`config.mk`:
```
export PLATFORM = sky130hd
export DESIGN_NAME = feature_stream_reader
export DESIGN_NICKNAME = d
export VERILOG_FILES = /design/src/rtl/feature_stream_reader_pkg.sv /design/src/rtl/fsr_skid_buf.sv /design/src/rtl/feature_stream_reader.sv
export SDC_FILE = /design/constraint.sdc
export NUM_CORES = 1
export LEC_CHECK = 0
export ABC_AREA = 0
export BUFFER_PORTS_ARGS = -buffer_cell sky130_fd_sc_hd__clkbuf_2
export CAP_MARGIN = 20
export CORE_ASPECT_RATIO = 0.8
export CORE_UTILIZATION = 57
export DETAILED_ROUTE_END_ITERATION = 8
export GPL_TIMING_DRIVEN = 0
export PLACE_DENSITY = 0.85
export SLEW_MARGIN = 0
export SYNTH_ARGS = -nofsm -noshare
export SYNTH_HDL_FRONTEND = slang
export SYNTH_HIERARCHICAL = 1
export SYNTH_SLANG_ARGS = --single-unit
```
`constraint.sdc`:
```
create_clock -name clk -period 2.4 [get_ports clk]
set_input_delay 0.36 -clock clk [delete_from_list [all_inputs] [get_ports clk]]
set_output_delay 0.36 -clock clk [all_outputs]
set_load 0.01 [all_outputs]
```
`src/rtl/feature_stream_reader_pkg.sv`:
```
`default_nettype none
// ============================================================================
// Module   : feature_stream_reader_pkg
// Purpose  : Shared types and constants for the feature stream reader:
//            FSM state encoding, default path widths and output buffer depth.
// Ports    : none (package)
// Options  : FEATURE_STREAM_READER_DESCEND_EN (used by the top, not here)
// Revision : 1.0 - initial release
// ============================================================================
package feature_stream_reader_pkg;

    localparam int c_addr_w    = 12;
    localparam int c_data_w    = 16;

    // Output buffer depth. It also bounds the number of outstanding reads.
    // Must be a power of two so the buffer pointers wrap naturally.
    localparam int c_buf_depth = 2;
    localparam int c_cnt_w     = $clog2(c_buf_depth + 1);
    localparam int c_ptr_w     = $clog2(c_buf_depth);

    typedef enum logic [1:0] {
        IDLE   = 2'd0,
        READ   = 2'd1,
        DRAIN  = 2'd2,
        FINISH = 2'd3
    } fsr_state_t;

endpackage
`default_nettype wire

```
`src/rtl/fsr_skid_buf.sv`:
```
`default_nettype none
// ============================================================================
// Module   : fsr_skid_buf
// Purpose  : Small FIFO holding {data, index, last} words returned by the RAM
//            while the downstream consumer stalls.
// Ports    : clk, rst          - clock, asynchronous active-high reset
//            in_valid/in_ready - write side handshake
//            in_data/in_index/in_last - word written
//            out_valid/out_ready - read side handshake
//            out_data/out_index/out_last - head word
//            count             - current occupancy, used for read credit
// Revision : 1.0 - initial release
// ============================================================================
module fsr_skid_buf
    import feature_stream_reader_pkg::*;
#(
    parameter int ADDR_W = c_addr_w,
    parameter int DATA_W = c_data_w
) (
    input  logic               clk,
    input  logic               rst,
    input  logic               in_valid,
    output logic               in_ready,
    input  logic [DATA_W-1:0]  in_data,
    input  logic [ADDR_W-1:0]  in_index,
    input  logic               in_last,
    output logic               out_valid,
    input  logic               out_ready,
    output logic [DATA_W-1:0]  out_data,
    output logic [ADDR_W-1:0]  out_index,
    output logic               out_last,
    output logic [c_cnt_w-1:0] count
);

    logic [DATA_W-1:0]      r_data  [c_buf_depth];
    logic [ADDR_W-1:0]      r_index [c_buf_depth];
    logic [c_buf_depth-1:0] r_last;
    logic [c_ptr_w-1:0]     r_wr_ptr;
    logic [c_ptr_w-1:0]     r_rd_ptr;
    logic [c_cnt_w-1:0]     r_count;
    logic                   w_push;
    logic                   w_pop;

    assign in_ready  = (r_count != c_cnt_w'(c_buf_depth));
    assign out_valid = (r_count != '0);
    assign w_push    = in_valid & in_ready;
    assign w_pop     = out_valid & out_ready;

    assign out_data  = r_data[r_rd_ptr];
    assign out_index = r_index[r_rd_ptr];
    assign out_last  = r_last[r_rd_ptr];
    assign count     = r_count;

    always_ff @(posedge clk or posedge rst) begin
        if (rst) begin
            for (int i = 0; i < c_buf_depth; i++) begin
                r_data[i]  <= '0;
                r_index[i] <= '0;
            end
            r_last   <= '0;
            r_wr_ptr <= '0;
            r_rd_ptr <= '0;
            r_count  <= '0;
        end else begin
            if (w_push) begin
                r_data[r_wr_ptr]  <= in_data;
                r_index[r_wr_ptr] <= in_index;
                r_last[r_wr_ptr]  <= in_last;
                r_wr_ptr          <= r_wr_ptr + c_ptr_w'(1);
            end
            if (w_pop) begin
                r_rd_ptr <= r_rd_ptr + c_ptr_w'(1);
            end
            case ({w_push, w_pop})
                2'b10:   r_count <= r_count + c_cnt_w'(1);
                2'b01:   r_count <= r_count - c_cnt_w'(1);
                default: r_count <= r_count;
            endcase
        end
    end

endmodule
`default_nettype wire

```
`src/rtl/feature_stream_reader.sv`:
```
`default_nettype none
// ============================================================================
// Module   : feature_stream_reader
// Purpose  : Walks a block of addresses in a synchronous single-port RAM and
//            presents the returned feature words as a valid/ready stream,
//            tagged with their address and a last flag, then pulses done.
// Ports    : clk, rst              - clock, asynchronous active-high reset
//            start, max_count      - begin a block covering 0..max_count
//            descend               - walk max_count..0 (optional, see below)
//            busy, done            - block in progress / 1-cycle completion
//            mem_en, mem_addr      - RAM read request
//            mem_rdata             - RAM data, one cycle after mem_en
//            out_valid, out_ready  - stream handshake
//            out_data, out_index, out_last - stream payload
// Options  : FEATURE_STREAM_READER_DESCEND_EN adds the descend input.
// Revision : 1.0 - initial release
// ============================================================================
module feature_stream_reader
    import feature_stream_reader_pkg::*;
#(
    parameter int ADDR_W = c_addr_w,
    parameter int DATA_W = c_data_w
) (
    input  logic              clk,
    input  logic              rst,
    input  logic              start,
    input  logic [ADDR_W-1:0] max_count,
`ifdef FEATURE_STREAM_READER_DESCEND_EN
    input  logic              descend,
`endif
    output logic              busy,
    output logic              done,
    output logic              mem_en,
    output logic [ADDR_W-1:0] mem_addr,
    input  logic [DATA_W-1:0] mem_rdata,
    output logic              out_valid,
    input  logic              out_ready,
    output logic [DATA_W-1:0] out_data,
    output logic [ADDR_W-1:0] out_index,
    output logic              out_last
);

    localparam int c_out_w = c_cnt_w + 1;

    fsr_state_t         r_state;
    fsr_state_t         w_state_nxt;

    logic [ADDR_W-1:0]  r_lim;
    logic [ADDR_W-1:0]  r_rd_addr;
    logic               r_descend;
    logic               r_inflight;
    logic [ADDR_W-1:0]  r_inflight_idx;
    logic               r_inflight_last;

    logic               w_descend_in;
    logic               w_start_acc;
    logic               w_issue;
    logic               w_issue_last;
    logic               w_credit;
    logic [c_out_w-1:0] w_outstanding;
    logic               w_last_accept;

    logic               w_buf_in_valid;
    logic               w_buf_in_ready;
    logic               w_buf_out_valid;
    logic [DATA_W-1:0]  w_buf_data;
    logic [ADDR_W-1:0]  w_buf_index;
    logic               w_buf_last;
    logic [c_cnt_w-1:0] w_buf_count;

`ifdef FEATURE_STREAM_READER_DESCEND_EN
    assign w_descend_in = descend;
`else
    assign w_descend_in = 1'b0;
`endif

    // A read may only be issued if its data is guaranteed a place to land:
    // every word already buffered or still returning from the RAM holds a slot.
    assign w_outstanding = {1'b0, w_buf_count} + {{c_cnt_w{1'b0}}, r_inflight};
    assign w_credit      = (w_outstanding < c_out_w'(c_buf_depth)) & w_buf_in_ready;
    assign w_issue_last  = r_descend ? (r_rd_addr == '0) : (r_rd_addr == r_lim);
    assign w_last_accept = out_valid & out_ready & out_last;

    // ------------------------------------------------------------------------
    // FSM
    // ------------------------------------------------------------------------
    always_ff @(posedge clk or posedge rst) begin
        if (rst) begin
            r_state <= IDLE;
        end else begin
            r_state <= w_state_nxt;
        end
    end

    always_comb begin
        w_state_nxt = r_state;
        w_start_acc = 1'b0;
        w_issue     = 1'b0;
        busy        = 1'b0;
        done        = 1'b0;
        case (r_state)
            IDLE: begin
                if (start) begin
                    w_start_acc = 1'b1;
                    w_state_nxt = READ;
                end
            end
            READ: begin
                busy    = 1'b1;
                w_issue = w_credit;
                if (w_credit && w_issue_last) begin
                    w_state_nxt = DRAIN;
                end
            end
            DRAIN: begin
                busy = 1'b1;
                // The last-flagged word is the final one issued, so its
                // acceptance also means the buffer and RAM pipe are empty.
                if (w_last_accept) begin
                    w_state_nxt = FINISH;
                end
            end
            FINISH: begin
                done        = 1'b1;
                w_state_nxt = IDLE;
            end
            default: begin
                w_state_nxt = IDLE;
            end
        endcase
    end

    assign mem_en   = w_issue;
    assign mem_addr = w_issue ? r_rd_addr : '0;

    // ------------------------------------------------------------------------
    // Address walk and in-flight tracking
    // ------------------------------------------------------------------------
    always_ff @(posedge clk or posedge rst) begin
        if (rst) begin
            r_lim           <= '0;
            r_rd_addr       <= '0;
            r_descend       <= 1'b0;
            r_inflight      <= 1'b0;
            r_inflight_idx  <= '0;
            r_inflight_last <= 1'b0;
        end else begin
            r_inflight <= w_issue;
            if (w_issue) begin
                r_inflight_idx  <= r_rd_addr;
                r_inflight_last <= w_issue_last;
            end
            if (w_start_acc) begin
                r_lim     <= max_count;
                r_descend <= w_descend_in;
                r_rd_addr <= w_descend_in ? max_count : '0;
            end else if (w_issue && !w_issue_last) begin
                // The step past the final address is never taken, so a block
                // ending at the top (or bottom) of the range does not wrap.
                r_rd_addr <= r_descend ? (r_rd_addr - ADDR_W'(1))
                                       : (r_rd_addr + ADDR_W'(1));
            end
        end
    end

    // ------------------------------------------------------------------------
    // Output path: buffered words take priority; otherwise the word arriving
    // from the RAM is presented directly. A returning word goes into the
    // buffer unless it is consumed directly this cycle, which keeps the
    // presented word stable across stalls and keeps out_ready off any path
    // into out_valid or out_data.
    // ------------------------------------------------------------------------
    assign w_buf_in_valid = r_inflight & (w_buf_out_valid | ~out_ready);
    assign out_valid      = w_buf_out_valid | r_inflight;

    always_comb begin
        out_data  = '0;
        out_index = '0;
        out_last  = 1'b0;
        if (w_buf_out_valid) begin
            out_data  = w_buf_data;
            out_index = w_buf_index;
            out_last  = w_buf_last;
        end else if (r_inflight) begin
            out_data  = mem_rdata;
            out_index = r_inflight_idx;
            out_last  = r_inflight_last;
        end
    end

    fsr_skid_buf #(
        .ADDR_W (ADDR_W),
        .DATA_W (DATA_W)
    ) u_skid_buf (
        .clk       (clk),
        .rst       (rst),
        .in_valid  (w_buf_in_valid),
        .in_ready  (w_buf_in_ready),
        .in_data   (mem_rdata),
        .in_index  (r_inflight_idx),
        .in_last   (r_inflight_last),
        .out_valid (w_buf_out_valid),
        .out_ready (out_ready),
        .out_data  (w_buf_data),
        .out_index (w_buf_index),
        .out_last  (w_buf_last),
        .count     (w_buf_count)
    );

endmodule
`default_nettype wire

```
# Yosys cells after proc, flatten, opt, wreduce, memory -nomap -nowiden
# Cells that the tools add are included.
# op_classes
bitwise,11
n_eq_ne,10
reduce_logical,11
muxes,36
order_cmp,7
add_sub_neg,6
# op_table
op,count
$mux W12,9
$mux W16,6
$bwmux W32,1
$bwmux W24,1
$demux W16 S1,1
$add A12 B1 Y12 const B,1
$demux W12 S1,1
$eq A12 B12 Y1,1
$mux W1,10
$ne A2 B2 Y1 const B,4
$pmux W2 S4,1
$and A1 B1 Y1,6
$eq A2 B2 Y1 const B,3
$mux W2,3
$reduce_bool A2 Y1,3
$eq A2 B1 Y1 const B,2
$ge A2 B2 Y1 const B,2
$logic_and A1 B1 Y1,4
$lt A1 B2 Y1 const B,2
$not A1 Y2,2
$pmux W2 S2,1
$add A2 B1 Y3,1
$lt A3 B2 Y1 const B,1
$reduce_and A3 Y1,1
other kinds (12),14
# word_totals
wordCells,95
in_bits,32
ff_bits,102

# Depth between registers and ports, before layout
# logic_depth
word_depth,7
depth_mapped,9
depth_no_buf,8

# Hierarchy
# The synthesis kept the hierarchy.
# modules_own_cells
module,area_per_inst_um2,cells_per_inst,seq_area_each_um2,n_inst
fsr_skid_buf,2800.2,172,1551.5,1
feature_stream_reader,2379.8,274,1001.0,1

# Worst setup path before layout
# Ideal clock, no wire load.
# synth_timing
path_kind,register -> register
start,register u_skid_buf.r_count[1] (netlist: u_skid_buf/count[1])
end,register u_skid_buf/r_data[10] (netlist name)
path_stages_with_launch,9
t_arrival_ns,1.938
required_ns,2.275
n_path_buf,3
setup_slack_ns,0.337
path_cell_list,dfrtp_1 > or2_2 > clkbuf_1 > inv_1 > a21boi_0 > and3_4 > buf_6 > buf_12 > mux2_4
# synth_via
elab_chain_len,4
elab_cells_between_ends,5
# synth_lines
item,line_no,rtl
"start, declared",fsr_skid_buf.sv:40,logic [c_cnt_w-1:0] r_count;
"start signal, assigned",fsr_skid_buf.sv:75,2'b10: r_count <= r_count + c_cnt_w'(1);
"start signal, assigned",fsr_skid_buf.sv:76,2'b01: r_count <= r_count - c_cnt_w'(1);
"start signal, assigned",fsr_skid_buf.sv:77,default: r_count <= r_count;
$reduce_bool A2 Y1,fsr_skid_buf.sv:45,assign out_valid = (r_count != '0);
named net w_buf_out_valid,feature_stream_reader.sv:65,logic w_buf_out_valid;
$or A1 B1 Y1,feature_stream_reader.sv:173,assign w_buf_in_valid = r_inflight & (w_buf_out_valid | ~out_ready);
$and A1 B1 Y1,feature_stream_reader.sv:173,
named net w_buf_in_valid,feature_stream_reader.sv:63,logic w_buf_in_valid;
$and A1 B1 Y1,fsr_skid_buf.sv:46,assign w_push = in_valid & in_ready;
"end signal, assigned by index",fsr_skid_buf.sv:66,r_data[r_wr_ptr] <= in_data;
"end, declared",fsr_skid_buf.sv:35,logic [DATA_W-1:0] r_data [c_buf_depth];
# The timed path passes the listed nets, and every way through them passes these cells.
# A chain may end at the register's enable or synchronous reset.

# Worst setup path after layout
# layout_timing
start,register u_skid_buf.r_count[1] (netlist: u_skid_buf/count[1])
end,output port mem_addr[1]
# layout_via
elab_cells_between_ends,6
# layout_rtl
item,line_no,rtl
$ne A2 B2 Y1,fsr_skid_buf.sv:44,assign in_ready = (r_count != c_cnt_w'(c_buf_depth));
named net w_buf_in_ready,feature_stream_reader.sv:64,logic w_buf_in_ready;
$and A1 B1 Y1,feature_stream_reader.sv:80,assign w_credit = (w_outstanding < c_out_w'(c_buf_depth)) & w_buf_in_ready;
$mux W1,feature_stream_reader.sv:101,case (r_state)
$mux W12,feature_stream_reader.sv:134,assign mem_addr = w_issue ? r_rd_addr : '0;
"end, declared",feature_stream_reader.sv:34,"output logic [ADDR_W-1:0] mem_addr,"
# The timed path passes the listed nets, and every way through them passes these cells.

==> impl_metrics.xml <==
<?xml version="1.0" encoding="UTF-8"?>
<metrics>
  <group name="cells_and_area">
    <metric name="final-instance-count-excl-fill" unit="">653</metric>
    <metric name="antenna_cells" unit="">0</metric>
    <metric name="layout.cell_area.non_filler" unit="um2">6092</metric>
    <metric name="drive_gt1_share" unit="%">40.67</metric>
    <metric name="n_fill_cell" unit="">619</metric>
    <metric name="finalNetCount" unit="">576</metric>
    <metric name="syn2layout_area_growth" unit="%">17.61</metric>
  </group>
  <group name="pwr">
    <metric name="finalPower" unit="mW">3.317</metric>
    <metric name="static-leakage-power" unit="nW">3.183</metric>
    <metric name="comb_power_share" unit="%">2.2</metric>
    <metric name="seq_power_share" unit="%">51.8</metric>
    <metric name="switching_share" unit="%">20.14</metric>
    <metric name="cellInternalPower" unit="mW">2.649</metric>
    <metric name="power.density_cell_area" unit="nW/um2">544.4</metric>
    <metric name="clockPowerShare" unit="%">46.0</metric>
    <metric name="ir_drop_worst_case_vdd" unit="uV">386.2</metric>
    <metric name="p_sw" unit="uW">668.0</metric>
  </group>
  <group name="grt">
    <metric name="antenna_found_initial" unit="">0</metric>
    <metric name="pin_count_of_the_biggest_net_entering_global_routing" unit="">43</metric>
    <metric name="grt_busiest_layer" unit="">met2</metric>
    <metric name="grt_util_met1" unit="%">37.53</metric>
    <metric name="grt_first_pass_wirelength" unit="um">19930</metric>
    <metric name="globalRouteMet3Util" unit="%">6.806</metric>
    <metric name="grtUsageTotal" unit="%">27.94</metric>
    <metric name="global_route.overflow_total" unit="">0</metric>
    <metric name="first_global_vias" unit="">3986</metric>
    <metric name="groute.layer.met2.usage" unit="%">44.76</metric>
  </group>
  <group name="critical_path">
    <metric name="largest_delay_share_family_worst_path" unit="">simple AND/OR/NAND/NOR gates</metric>
    <metric name="crit_path_cell_trace" unit="">nand2b_4 -&gt; nor2b_2 -&gt; nand3_2 -&gt; clkinvlp_4 -&gt; clkbuf_4 -&gt; and2_1 -&gt; clkbuf_2</metric>
    <metric name="arrival" unit="ps">1940</metric>
    <metric name="critical_path_buf_inv_count" unit="">3</metric>
    <metric name="slowest_stage" unit="">sky130_fd_sc_hd__dfrtp_2</metric>
    <metric name="start_kind" unit="">register</metric>
    <metric name="endpoint_kind" unit="">output port</metric>
    <metric name="cp.required" unit="ps">2040</metric>
    <metric name="crit_fanout" unit="">11</metric>
    <metric name="setup.reg_to_reg.worst_slack" unit="ps">200</metric>
    <metric name="criticalPathCategory" unit="">register to output port</metric>
    <metric name="critPathMaxStageDelay" unit="ps">450</metric>
  </group>
  <group name="timing">
    <metric name="worst_slew_margin_rel" unit="%">44.78</metric>
    <metric name="skew" unit="ps">9.356</metric>
    <metric name="finalHoldViolCount" unit="">0</metric>
    <metric name="final.period_utilization" unit="%">95.82</metric>
    <metric name="timing_worst_slew_pin_value" unit="ps">827.1</metric>
    <metric name="drv_slew" unit="">0</metric>
    <metric name="setup_viol" unit="">0</metric>
    <metric name="layout_min_cycle_time" unit="ps">2300</metric>
    <metric name="max_freq" unit="MHz">434.8</metric>
    <metric name="tns" unit="ps">0</metric>
    <metric name="timing.hold.ws" unit="ps">31.81</metric>
  </group>
  <group name="die">
    <metric name="initial_utilization" unit="%">60.00</metric>
    <metric name="die_width" unit="um">108.6</metric>
    <metric name="floorplan.die.height" unit="um">87.27</metric>
    <metric name="dieArea" unit="um2">9475</metric>
    <metric name="io-pin-count" unit="">77</metric>
    <metric name="placement_rows" unit="">30</metric>
    <metric name="placeable_area" unit="um2">8633</metric>
  </group>
  <group name="placed_design">
    <metric name="place.port_buffers" unit="">76</metric>
    <metric name="dpl_cell_area" unit="um2">5720</metric>
    <metric name="place.detailed.hpwl" unit="um">8613</metric>
    <metric name="gp_congestion" unit="">0.9066</metric>
    <metric name="post-place-cells" unit="">635</metric>
  </group>
  <group name="drt">
    <metric name="drc" unit="">0</metric>
    <metric name="wl_per_cell" unit="um">18.69</metric>
    <metric name="vias_per_cell" unit="">5.979</metric>
    <metric name="drt_iter0_drc" unit="">262</metric>
    <metric name="detailroute.via_count" unit="">3904</metric>
    <metric name="drt_antenna_net_count" unit="">0</metric>
    <metric name="detailed_route_wire_length" unit="um">12210</metric>
    <metric name="first_pass_iters" unit="">5</metric>
  </group>
  <group name="logic_synthesis">
    <metric name="synth_top_cells_by_area" unit="">sky130_fd_sc_hd__dfrtp_1 (49%), sky130_fd_sc_hd__mux2_2 (15%), sky130_fd_sc_hd__nand2_1 (5.9%), sky130_fd_sc_hd__mux2_4 (5.8%), sky130_fd_sc_hd__a22o_1 (2.5%)</metric>
    <metric name="synth-edff-count" unit="">0</metric>
    <metric name="mappedNetlistArea" unit="um2">5180</metric>
    <metric name="syn_inst" unit="">446</metric>
    <metric name="yosysTopAreaCell" unit="">sky130_fd_sc_hd__dfrtp_1</metric>
    <metric name="post_synth.cell_area_avg" unit="um2">11.61</metric>
    <metric name="netlist-cell-type-count" unit="">48</metric>
    <metric name="synth_top_area_share" unit="%">49.28</metric>
    <metric name="async_set_or_reset_register_ratio_after_synthesis" unit="%">100.0</metric>
    <metric name="synth_fp_nets" unit="">485</metric>
    <metric name="synth.ff_latch_count" unit="">102</metric>
    <metric name="synth_seq_area_share" unit="%">49.28</metric>
    <metric name="synthesis.yosys.warnings" unit="">6</metric>
    <metric name="yosys_most_used_dff" unit="">sky130_fd_sc_hd__dfrtp_1</metric>
  </group>
  <group name="clock_tree">
    <metric name="clock_path_buffers" unit="">2</metric>
    <metric name="root_cell_of_the_clock_tree" unit="">sky130_fd_sc_hd__clkbuf_16</metric>
    <metric name="insertion_delay" unit="ps">340</metric>
    <metric name="cts.sinks" unit="">102</metric>
    <metric name="ctsHtreeMaxLevel" unit="">3</metric>
    <metric name="tritoncts" unit="">yes</metric>
    <metric name="cts_hold_repair.buffers" unit="">0</metric>
    <metric name="clk_pin_slew_worst_paths" unit="ps">70</metric>
    <metric name="cts_inserted_buffers" unit="">9</metric>
  </group>
  <group name="run_status">
    <metric name="outcome" unit="">finished clean</metric>
  </group>
  <group name="run">
    <metric name="drv.max_cap_violation_count" unit="">0</metric>
  </group>
  <group name="min_path">
    <metric name="min-delay-path-class" unit="">primary input to asynchronous set/reset pin</metric>
  </group>
</metrics>
## cells by family after synthesis
group                    count (synthesis)  synth area share, %
AND/OR/NAND/NOR                        130                12.70
flip-flops                             102                49.28
multiplexers                            87                20.36
AO/OA/AOI/OAI                           69                9.686
buffers and inverters                   34                3.406
XOR/XNOR                                17                2.875
adder cells (fa/ha/maj)                  7                1.691
## per-stage QoR
stage          utilization [%]  worst slack [ps]
2_1_floorplan                -             337.3
3_3_place_gp             66.03            -186.7
3_5_place_dp             66.26            -197.7
4_1_cts                  70.06             4.463
5_1_grt                  70.57            -3.596
6_report                 70.57             100.3
## power by group through the flow
stage                     logic (mW)  clock network [mW]  registers [mW]
after global placement        0.0661                   0            1.75
after global routing          0.0816                1.60            1.72
after floorplan               0.0266                   0            1.75
final                         0.0714                1.53            1.72
after CTS                     0.0745                1.53            1.72
after detailed placement      0.0744                   0            1.75
## Yosys cell counts (all sizes together) (8+ instances only)
cell type and instances:
a21o 11, a22o 15, and2 12, buf 9, clkbuf 16, dfrtp 102
inv 8, mux2 87, nand2 81, o21ai 20, xnor2 15
## layer usage
layer	wire [um]	part of all wire (%)
met1	5293	43
met5	0	0
met3	759	6.2
met4	252	2.1
met2	5899	48
## repair_timing
item                       CTS  global route
buffers inserted             1             3
gates resized for setup      9            14
setup endpoints to repair   46            35
## cells in the final DEF, fill, tap and decap left out, types with 4 or more instances in the layout
master	n
sky130_fd_sc_hd__a21o_1	11
sky130_fd_sc_hd__a21oi_1	7
sky130_fd_sc_hd__a22o_1	15
sky130_fd_sc_hd__and2_1	11
sky130_fd_sc_hd__buf_4	6
sky130_fd_sc_hd__clkbuf_1	9
sky130_fd_sc_hd__clkbuf_16	9
sky130_fd_sc_hd__clkbuf_2	82
sky130_fd_sc_hd__dfrtp_1	101
sky130_fd_sc_hd__ha_1	7
sky130_fd_sc_hd__inv_1	6
sky130_fd_sc_hd__mux2_2	67
sky130_fd_sc_hd__mux2_4	20
sky130_fd_sc_hd__nand2_1	81
sky130_fd_sc_hd__nand2b_1	4
sky130_fd_sc_hd__nand4_1	4
sky130_fd_sc_hd__o21ai_0	19
sky130_fd_sc_hd__xnor2_1	15
## path summary, 6_finish.rpt
| check | startpoint | to | cells past startpoint |
|---|---|---|---|
| min in group clk | max_count[5] | r_lim[5] | 3 |
| min reg2reg | r_lim[5] | r_lim[5] | 2 |
| max in group asynchronous | rst | r_inflight_idx[10] | 2 |
| max | u_skid_buf/count[1] | mem_addr[1] | 7 |
| min | rst | u_skid_buf/count[0] | 2 |
| max reg2reg | r_inflight | u_skid_buf/r_data[7] | 7 |
## final cells by class
cell class	count	area [um2]	area share (%)
sequential	102	2554	41.92
timing repair buffer	81	430.4	7.065
tap	112	140.1	2.300
clock buffer	11	232.7	3.820
inverter	9	37.54	0.6161
multi-input combinational	310	2471	40.56
clock inverter	4	72.57	1.191
buffer	24	153.9	2.526
## flip-flops by register name, summed over array words and instances (netlist names)
signal               count
u_skid_buf/r_data       32
u_skid_buf/r_index      24
r_inflight_idx          12
r_lim                   12
r_rd_addr               12
r_state                  2
u_skid_buf/count         2
u_skid_buf/r_last        2
r_inflight               1
r_inflight_last          1
u_skid_buf/r_rd_ptr      1
u_skid_buf/r_wr_ptr      1
Power figures use the tool's default switching activity.
